### src/rtl/digit_serial_adder_pkg.sv
// Shared types and constants for the digit-serial adder.
package dsa_pkg;
  localparam int DIGIT_W = 4;
  typedef enum logic [1:0] {IDLE, RUN, DONE} state_t;
endpackage

### src/rtl/digit_serial_adder_cla4bit.sv
// 4-bit carry-lookahead adder cell used as the per-digit adder.
module CLA4bit (
  input  logic [3:0] a,
  input  logic [3:0] b,
  input  logic       cin,
  output logic [3:0] sum,
  output logic       cout
);
  logic [3:0] g, p;
  logic [4:0] c;

  assign g = a & b;
  assign p = a ^ b;
  assign c[0] = cin;
  assign c[1] = g[0] | (p[0] & cin);
  assign c[2] = g[1] | (p[1] & g[0]) | (p[1] & p[0] & cin);
  assign c[3] = g[2] | (p[2] & g[1]) | (p[2] & p[1] & g[0]) | (p[2] & p[1] & p[0] & cin);
  assign c[4] = g[3] | (p[3] & g[2]) | (p[3] & p[2] & g[1]) | (p[3] & p[2] & p[1] & g[0])
              | (p[3] & p[2] & p[1] & p[0] & cin);
  assign sum  = p ^ c[3:0];
  assign cout = c[4];
endmodule

### src/rtl/digit_serial_adder.sv
// Digit-serial adder: one 4-bit digit per cycle, LSD first, valid/ready on both sides.
// Optional subtract mode enabled by defining DIGIT_SERIAL_ADDER_SUB_EN.
import dsa_pkg::*;

module digit_serial_adder #(
  parameter int WIDTH = 16
) (
  input  logic             clk,
  input  logic             rst,
  input  logic             in_valid,
  output logic             in_ready,
  input  logic [WIDTH-1:0] a,
  input  logic [WIDTH-1:0] b,
  input  logic             cin,
`ifdef DIGIT_SERIAL_ADDER_SUB_EN
  input  logic             sub,
`endif
  output logic             out_valid,
  input  logic             out_ready,
  output logic [WIDTH-1:0] sum,
  output logic             cout
);
  localparam int DIGITS = WIDTH / DIGIT_W;
  localparam int CNT_W  = $clog2(DIGITS + 1);

  state_t              state;
  logic [WIDTH-1:0]    a_sr, b_sr;
  logic                carry;
  logic [CNT_W-1:0]    cnt;
  logic [DIGIT_W-1:0]  d_b, d_sum;
  logic                d_cout;
  logic                init_carry;

`ifdef DIGIT_SERIAL_ADDER_SUB_EN
  logic sub_r;
  // Subtraction feeds the inverted b digit; the +1 comes from the seeded carry.
  assign d_b        = sub_r ? ~b_sr[DIGIT_W-1:0] : b_sr[DIGIT_W-1:0];
  assign init_carry = sub ? 1'b1 : cin;
`else
  assign d_b        = b_sr[DIGIT_W-1:0];
  assign init_carry = cin;
`endif

  CLA4bit u_cla (
    .a    (a_sr[DIGIT_W-1:0]),
    .b    (d_b),
    .cin  (carry),
    .sum  (d_sum),
    .cout (d_cout)
  );

  always_ff @(posedge clk) begin
    if (rst) begin
      state     <= IDLE;
      a_sr      <= '0;
      b_sr      <= '0;
      carry     <= 1'b0;
      cnt       <= '0;
      sum       <= '0;
      cout      <= 1'b0;
      in_ready  <= 1'b1;
      out_valid <= 1'b0;
`ifdef DIGIT_SERIAL_ADDER_SUB_EN
      sub_r     <= 1'b0;
`endif
    end else begin
      case (state)
        IDLE: if (in_valid && in_ready) begin
          a_sr     <= a;
          b_sr     <= b;
          carry    <= init_carry;
          cnt      <= '0;
          in_ready <= 1'b0;
          state    <= RUN;
`ifdef DIGIT_SERIAL_ADDER_SUB_EN
          sub_r    <= sub;
`endif
        end
        RUN: begin
          // Result digits enter at the MSB end so the first digit lands at bit 0.
          sum   <= WIDTH'({d_sum, sum} >> DIGIT_W);
          carry <= d_cout;
          a_sr  <= a_sr >> DIGIT_W;
          b_sr  <= b_sr >> DIGIT_W;
          cnt   <= cnt + CNT_W'(1);
          if (cnt == CNT_W'(DIGITS - 1)) begin
            cout      <= d_cout;
            out_valid <= 1'b1;
            state     <= DONE;
          end
        end
        DONE: if (out_ready) begin
          out_valid <= 1'b0;
          in_ready  <= 1'b1;
          state     <= IDLE;
        end
        default: begin
          state     <= IDLE;
          in_ready  <= 1'b1;
          out_valid <= 1'b0;
        end
      endcase
    end
  end
endmodule

### config.mk
export PLATFORM = sky130hd
export DESIGN_NAME = digit_serial_adder
export DESIGN_NICKNAME = d
export VERILOG_FILES = /design/src/rtl/digit_serial_adder_pkg.sv /design/src/rtl/digit_serial_adder_cla4bit.sv /design/src/rtl/digit_serial_adder.sv
export SDC_FILE = /design/constraint.sdc
export NUM_CORES = 1
export LEC_CHECK = 0
export ABC_AREA = 0
export BUFFER_PORTS_ARGS = -buffer_cell sky130_fd_sc_hd__buf_4
export CAP_MARGIN = 20
export CORE_MARGIN = 2
export CORE_UTILIZATION = 49
export DETAILED_ROUTE_END_ITERATION = 8
export PLACE_DENSITY_LB_ADDON = 0.15
export SKIP_LAST_GASP = 1
export SYNTH_ARGS = -nofsm -noshare
export SYNTH_HDL_FRONTEND = slang
export SYNTH_SLANG_ARGS = --single-unit
### constraint.sdc
create_clock -name clk -period 1.4 [get_ports clk]
set_input_delay 0.14 -clock clk [delete_from_list [all_inputs] [get_ports clk]]
set_output_delay 0.14 -clock clk [all_outputs]
set_load 0.1 [all_outputs]
==> PnR_summary.wiki, run 1 <==
{| class="wikitable"
! Metric !! Value
|-
| Via density || about 5.2
|-
| Compound-gate portion of the synthesized area || 0.1993
|-
| Drt initial violations || 74
|-
| Critical path, cell by cell || buf_4 -> inv_1 -> fa_1 -> xnor2_1 -> nand2_1 -> a21oi_1
|-
| Max Slew Vio Count || 0
|-
| Synthesized net count || roughly 350
|-
| H-tree levels || 3
|-
| Initial Util || 0.5105
|-
| Transition time at the pin with the least slew margin || 0.3419 ns
|-
| Gr ovfl total || 0
|-
| Arithmetic-cell share of the synthesized area counting full adders, half adders and majority gates || 0.03624
|-
| Worst slew margin relative to its limit || 0.7714
|-
| Initial antenna violation count || 0
|-
| Tot GR Track Use || 0.2165
|-
| Wire length of the first global-routing pass || approximately 10000 um
|-
| Vias || between 2000 and 2500
|-
| Total Die Area || between 5000 and 6000 sq um
|-
| Worst setup slack after layout || approximately 0.013 ns
|-
| Commonest non-fill, non-tap cells in the layout || nand2_1, buf_4, dfxtp_1, nor2_1, a21oi_1
|-
| Syn Inst Count || 303
|-
| Arrival time worst endpoint || about 1.7 ns
|-
| CP Class || reg -> reg
|-
| Post-detailed-route wirelength per cell || around 14 um
|-
| Max Cap Viol || 0
|-
| Number of distinct standard cells referenced by the synthesized netlist || 37
|-
| Final critical-path required period || about 1.4 ns
|-
| Leading post-synthesis cells by cell area || dfxtp_1, nand2_1, a311oi_2, a311oi_1, nor2_1
|-
| Data required time at the worst endpoint || around 1.7 ns
|-
| Number of buffers inserted during clock tree synthesis || 9
|-
| Row count || 26
|-
| Register clock-pin slew on the reported worst setup and hold paths || 0.06 ns
|-
| Core footprint || between 5000 and 6000 sq um
|-
| Number of enable-type register cells in the synthesized netlist || 0
|-
| Cell taking the most area after synthesis || dfxtp_1
|-
| Leak Pwr || approximately 1.3 nW
|-
| Peak fanout along the critical path || 2
|-
| Fraction of synthesized cell area in xor and xnor cells || 0.003338
|-
| Hold-fix buffer count after cts || 0
|-
| Ys flop type || dfxtp_1
|-
| Synthesized area per cell || slightly below 9 sq um
|-
| Master cell of the clock root buffer || clkbuf_8
|-
| Number of nets in the finished design || approximately 410
|-
| Combinational family with the most area after synthesis || simple AND/OR/NAND/NOR gates
|-
| Boundary pin count || 56
|-
| Via count of the first global-routing pass || about 2100
|-
| Crit path max-delay family || adder cells
|-
| Final Skew || roughly 0.006 ns
|-
| Endpoint class of the critical path || flop
|-
| Area of the mapped netlist || 2624 sq um
|-
| Most common cell after layout, fill and taps aside || nand2_1
|-
| Sum of net half-perimeters after detailed placement || around 4200 um
|-
| Portion of the clock cycle consumed by the worst path in the final layout || 0.9907
|-
| Insertion delay to the later sink of the worst-skew pair || around 0.33 ns
|-
| Number of detailed-routing iterations run before antenna repair || 4
|-
| Proportion of register bits with asynchronous set or reset after synthesis || 0
|-
| Post-Route WL || roughly 6000 um
|-
| Fraction of layout instances using a drive strength above 1 || 0.3179
|-
| Top-area cell type share of the netlist area || 0.4349
|-
| CTS tree || built
|-
| CTS Sinks || between 50 and 60
|-
| Post-Synth Simple-Gate Area || 0.2217
|-
| Delay of the slowest cell on the worst path || 0.44 ns
|-
| Die Span X || 77.18 um
|-
| Ant. Diodes || 0
|-
| Synthesis-stage register bit count || between 50 and 60
|-
| Peak supply drop || around 0.68 mV
|-
| Placement Setup Slack || -0.04015 ns
|-
| Run status || finished clean
|-
| Vertical die dimension || 77.18 um
|-
| Worst min path class || in -> reg
|-
| Slowest stage cell on the critical path || fa_1
|-
| Power density of the placed cells || 1218 nW/um^2
|-
| Type of element launching the critical path || flop
|-
| DRC || 0
|-
| Number of buffers and inverters on the critical path || 2
|-
| Setup repair after global routing missed its margin || true
|-
| Seq/Total Area, Yosys || 0.4349
|-
| Setup violation total in the final timing report || 0
|-
| Endpoints failing hold || 0
|-
| Synth warn || 0
|-
| Share of synthesized area spent on multiplexers || 0.01574
|-
| Input/output buffers || 55
|-
| Utilization after layout || 0.6473
|-
| Routed Antenna Nets || 0
|-
| Upper clock frequency limit || 721.0 MHz
|-
| Placer's final routability congestion estimate || ~0.82
|-
| Syn-to-layout area delta || 26.80%
|-
| Buffer depth of the longest clock path || 2
|-
| Maximum number of pins on one net before global-route repair || 24
|}
## layer usage
metal / vias up / GRT usage / wire length [um]
met5: - / 0 / 0
met4: 0 / 0.08036 / 87
met3: 9 / 0.07059 / 315
met2: 55 / 0.3348 / 2798
met1: 1062 / 0.2813 / 2762
li1: 1164 / - / -
## repair_timing
item	in CTS	in global routing
endpoints found under the setup margin	3	25
pin swaps	2	7
resized for setup	1	13
setup buffers	0	1
## worst register-to-register path: cells and delay by family, from the launching register on
family | cells | cell delay, ns
adders and majority gates | 1 | 0.44
DFF | 1 | 0.36
buffers and inverters | 2 | 0.17
xor gates and xnor gates | 1 | 0.16
AOI/OAI and AO/OA | 1 | 0.14
and+or+nand+nor | 1 | 0.07
## through the flow
stage	total power, W	instance area [sq um]	setup TNS (ns)	instances	hold WS [ns]
2_1_floorplan	0.002499	2634	0	303	0.2710
3_3_place_gp	0.002740	3113	-0.01201	421	0.3864
3_5_place_dp	0.002754	3113	-0.06369	421	0.3952
4_1_cts	0.004059	3277	-0.002955	437	0.03576
5_1_grt	0.004257	3327	-0.1391	438	0.04879
6_report	0.004052	3327	0	438	0.05627
## area by class of cell
class / count / area (sq um)
sequential: 57 / 1154
clock buffer: 16 / 160.2
inverter: 7 / 26.28
multi-input combinational: 214 / 1294
tap: 70 / 87.58
timing repair buffer: 74 / 605.6
fill: 488 / 1813
## sequential cells by signal, indices dropped and copies added, names as in the netlist
| register | flops |
|---|---|
| a_sr | 16 |
| cout | 1 |
| in_ready | 1 |
| sum | 16 |
| cnt | 3 |
| out_valid | 1 |
| state | 2 |
| b_sr | 16 |
| carry | 1 |
## where the power goes
part	total, W	switching [W]	internal (W)
clock network	0.00129	0.000599	0.000695
logic	0.000919	0.000542	0.000378
registers	0.00184	0.0000889	0.00175
total	0.00405	0.00123	0.00282
## cell usage after synthesis (3+ instances only)
cell type and instances:
nand3_1 8, a21oi_1 24, a311oi_1 15, buf_6 9, nor3_1 7, nor2_1 35, mux2i_1 3, buf_4 4
nand2_1 82, a211oi_1 3, a311oi_2 10, buf_2 6, ha_1 6, inv_1 7, dfxtp_1 57
## cells by family (layout without fill, tap and decap cells)
group / Yosys count / count (layout)
buffers and inverters: 32 / 97
AOI/OAI and AO/OA: 63 / 63
muxes: 4 / 4
adders and majority gates: 7 / 7
DFF: 57 / 57
and+or+nand+nor: 139 / 139
xor gates and xnor gates: 1 / 1
## worst paths after layout
| check | from | endpoint | slack (ns) | cells after the start |
|---|---|---|---|---|
| hold reg to reg | sum[3] | sum[3] | 0.46 | 2 |
| hold / removal | a[15] | a_sr[15] | 0.06 | 3 |
| setup reg to reg | a_sr[0] | sum[13] | 0.01 | 6 |
| setup / recovery | a_sr[0] | sum[13] | 0.01 | 6 |
Power figures use the tool's default switching activity.
==> run 2, diff against run 1 <==
--- a/config.mk
+++ b/config.mk
@@ -6,11 +6,12 @@
 export NUM_CORES = 1
 export LEC_CHECK = 0
 export ABC_AREA = 0
-export BUFFER_PORTS_ARGS = -buffer_cell sky130_fd_sc_hd__buf_4
 export CAP_MARGIN = 20
 export CORE_MARGIN = 2
-export CORE_UTILIZATION = 49
+export CORE_UTILIZATION = 56
 export DETAILED_ROUTE_END_ITERATION = 8
+export DONT_BUFFER_PORTS = 1
+export HOLD_SLACK_MARGIN = 0.08
 export PLACE_DENSITY_LB_ADDON = 0.15
 export SKIP_LAST_GASP = 1
 export SYNTH_ARGS = -nofsm -noshare
==> PnR_summary.wiki, run 2 (same netlist as run 1, synthesis figures left out) <==
{| class="wikitable"
! Metric !! Value
|-
| Run status || finished with violations (was finished clean)
|-
| Failing checks || hold timing
|-
| Post-DP Area || 2840 sq um (was 3113 sq um)
|-
| Filler-free cell count of the finished design || 388 (was 438)
|-
| Worst slew margin relative to its limit || 0.7713 (was 0.7714)
|-
| Maximum number of pins on one net before global-route repair || 59 (was 24)
|-
| Number of cells traversed by the worst hold path || 1 (was 3)
|-
| Master cell of the clock root buffer || clkbuf_8 (unchanged)
|-
| Start point of the worst min-delay path || rst (was a[15])
|-
| Transition time at the pin with the least slew margin || 0.3422 ns (was 0.3419 ns)
|-
| Ant. Diodes || 0 (unchanged)
|-
| Data required time at the worst endpoint || 1.64 ns (was 1.67 ns)
|-
| Drt initial violations || 115 (was 74)
|-
| Placement Setup Slack || -0.04157 ns (was -0.04015 ns)
|-
| Peak supply drop || 0.8587 mV (was 0.6793 mV)
|-
| Max Slew Vio Count || 0 (unchanged)
|-
| Switching fraction of total power || 0.2872 (was 0.3034)
|-
| Layout fillers || 356 (was 488)
|-
| Insertion delay to the later sink of the worst-skew pair || 0.33 ns (about the same)
|-
| Share of total power in the clock network || 0.354 (was 0.319)
|-
| Syn-to-layout area delta || 19.03% (was 26.80%)
|-
| Routed Antenna Nets || 0 (unchanged)
|-
| End point of the most critical hold path || b_sr[0] (was a_sr[15])
|-
| Arrival time worst endpoint || 1.62 ns (was 1.65 ns)
|-
| Via density || 5.505 (was 5.228)
|-
| Tot GR Track Use || 0.2403 (was 0.2165)
|-
| Internal power || 0.002954 W (was 0.002822 W)
|-
| Post-detailed-route wirelength per cell || 14.79 um (was 13.61 um)
|-
| Fraction of layout instances using a drive strength above 1 || 0.2530 (was 0.3179)
|-
| Placed insts || 368 (was 421)
|-
| Placer's final routability congestion estimate || 0.9440 (was 0.8239)
|-
| Slack of the worst reg-to-reg path || 0.02 ns (was 0.01 ns)
|-
| Final critical-path required period || 1.377 ns (was 1.387 ns)
|-
| Boundary pin count || 56 (unchanged)
|-
| Post-Route WL || 5738 um (was 5963 um)
|-
| Core footprint || 4444 sq um (was 5140 sq um)
|-
| Switch Pwr || 0.001190 W (was 0.001229 W)
|-
| Beginning of the worst register-to-register path || b_sr[0] (was a_sr[0])
|-
| Endpoints failing hold || 55 (was 0)
|-
| CTS Sinks || 57 (unchanged)
|-
| Via count of the first global-routing pass || 2081 (was 2083)
|-
| Buffer depth of the longest clock path || 2 (unchanged)
|-
| Initial antenna violation count || 0 (unchanged)
|-
| Type of element launching the critical path || flop (unchanged)
|-
| Regs by FF count || a_sr: 16 flops, b_sr: 16 flops, sum: 16 flops (unchanged)
|-
| Area of the multi-input gates || 1300 sq um (was 1294 sq um)
|-
| Number of detailed-routing iterations run before antenna repair || 4 (unchanged)
|-
| Hold-fix buffer count after cts || 3 (was 0)
|-
| Most common cell after layout, fill and taps aside || nand2_1 (unchanged)
|-
| Endpoint class of the critical path || flop (unchanged)
|-
| Input/output buffers || 0 (was 55)
|-
| Setup violation total in the final timing report || 0 (unchanged)
|-
| Vias || 2136 (was 2290)
|-
| H-tree levels || 3 (unchanged)
|-
| DRC || 0 (unchanged)
|-
| Sequential cell area || 1154 sq um (unchanged)
|-
| Final Skew || 0.005538 ns (was 0.005986 ns)
|-
| Portion of the clock cycle consumed by the worst path in the final layout || 0.9838 (was 0.9907)
|-
| Upper clock frequency limit || 726.0 MHz (was 721.0 MHz)
|-
| Worst hold margin || -0.1312 ns (was 0.05627 ns)
|-
| Register clock-pin slew on the reported worst setup and hold paths || 0.06 ns (about the same)
|-
| Part of the total power dissipated in sequential elements || 0.443 (was 0.454)
|-
| Peak fanout along the critical path || 3 (was 2)
|-
| CP Class || reg -> reg (unchanged)
|-
| Number of nets in the finished design || 375 (was 407)
|-
| Vertical die dimension || 72.45 um (was 77.18 um)
|-
| Total Die Area || 5249 sq um (was 5956 sq um)
|-
| Row count || 24 (was 26)
|-
| Number of buffers inserted during clock tree synthesis || 9 (unchanged)
|-
| Leak Pwr || 1.209 nW (was 1.339 nW)
|-
| Final non-filler cell area || 3123 sq um (was 3327 sq um)
|-
| Worst r2r dst || sum[15] (was sum[13])
|-
| Wire length of the first global-routing pass || 9708 um (was 10140 um)
|-
| Worst min path class || in -> reg (unchanged)
|-
| Sum of net half-perimeters after detailed placement || 3935 um (was 4210 um)
|-
| Setup repair after global routing missed its margin || true (unchanged)
|-
| CTS tree || built (unchanged)
|-
| Worst setup slack after layout || 0.02264 ns (was 0.01299 ns)
|-
| Power density of the placed cells || 1327 nW/um^2 (was 1218 nW/um^2)
|-
| Gr ovfl total || 0 (unchanged)
|-
| Max Cap Viol || 0 (unchanged)
|-
| Number of cell instances on the worst register-to-register path || 5 (was 6)
|-
| Commonest non-fill, non-tap cells in the layout || nand2_1, dfxtp_1, nor2_1, buf_4, a21oi_1 (was nand2_1, buf_4, dfxtp_1, nor2_1, a21oi_1)
|-
| Proportion of power drawn by combinational gates || 0.202 (was 0.227)
|-
| Initial Util || 0.5904 (was 0.5105)
|-
| Die Span X || 72.45 um (was 77.18 um)
|}
## run 2: power by group through the flow
stage | clock network [W] | registers, W | logic [W]
2_1_floorplan | 0 | 0.00198 | 0.000518
3_5_place_dp | 0 | 0.00187 | 0.000795
5_1_grt | 0.00157 | 0.00185 | 0.000917
4_1_cts | 0.00151 | 0.00183 | 0.000810
6_report | 0.00147 | 0.00184 | 0.000839
3_3_place_gp | 0 | 0.00186 | 0.000780
## run 2: worst max-delay path, cell delays in order, from the launching register on
cell and delay [ns]:
dfxtp_2 0.34, ha_4 0.23, a211oi_2 0.25, buf_4 0.16, nor2_2 0.05, o311ai_2 0.27
## run 2: what timing repair did
action | 4_1_cts | 5_1_grt
buffers inserted | 0 | 1
hold endpoints to repair | 57 | 55
setup endpoints to repair | 3 | 21
pin swaps | 2 | 9
resized for setup | 2 | 12
## run 2: layout make-up
| cell class | instances | area share |
|---|---|---|
| clock inverters | 3 | 0.01282 |
| repair buffers | 42 | 0.1246 |
| flip-flops and latches | 57 | 0.3694 |
| clock buffers | 13 | 0.04768 |
| well taps | 52 | 0.02083 |
| inverters | 7 | 0.008413 |
| multi-input cells | 214 | 0.4163 |
## run 2: per-stage QoR
| step | total power, W | TNS [ns] | utilization |
|---|---|---|---|
| 4_1_cts | 0.004150 | 0 | 0.6895 |
| 2_1_floorplan | 0.002499 | 0 | - |
| 6_report | 0.004144 | 0 | 0.7027 |
| 3_5_place_dp | 0.002660 | -0.05668 | 0.6391 |
| 5_1_grt | 0.004339 | -0.09635 | 0.7027 |
| 3_3_place_gp | 0.002643 | -0.01824 | 0.6391 |
## run 2: worst max-delay path by stage
| stage | start | end | cells past startpoint |
|---|---|---|---|
| global placement | a_sr[0] | cout | 5 |
| global route | b_sr[1] | sum[15] | 5 |
| finish | b_sr[0] | sum[15] | 5 |
| floorplan | a_sr[0] | cout | 5 |
| detailed placement | a_sr[0] | cout | 5 |
| CTS | a_sr[0] | sum[13] | 6 |
## run 2: routing by layer
layer | global-route usage | share of wire | routed length, um
met3 | 0.09167 | 0.055 | 316
met1 | 0.3112 | 0.44 | 2547
met4 | 0.06173 | 0.012 | 66
met2 | 0.3792 | 0.49 | 2808
met5 | 0 | 0 | 0
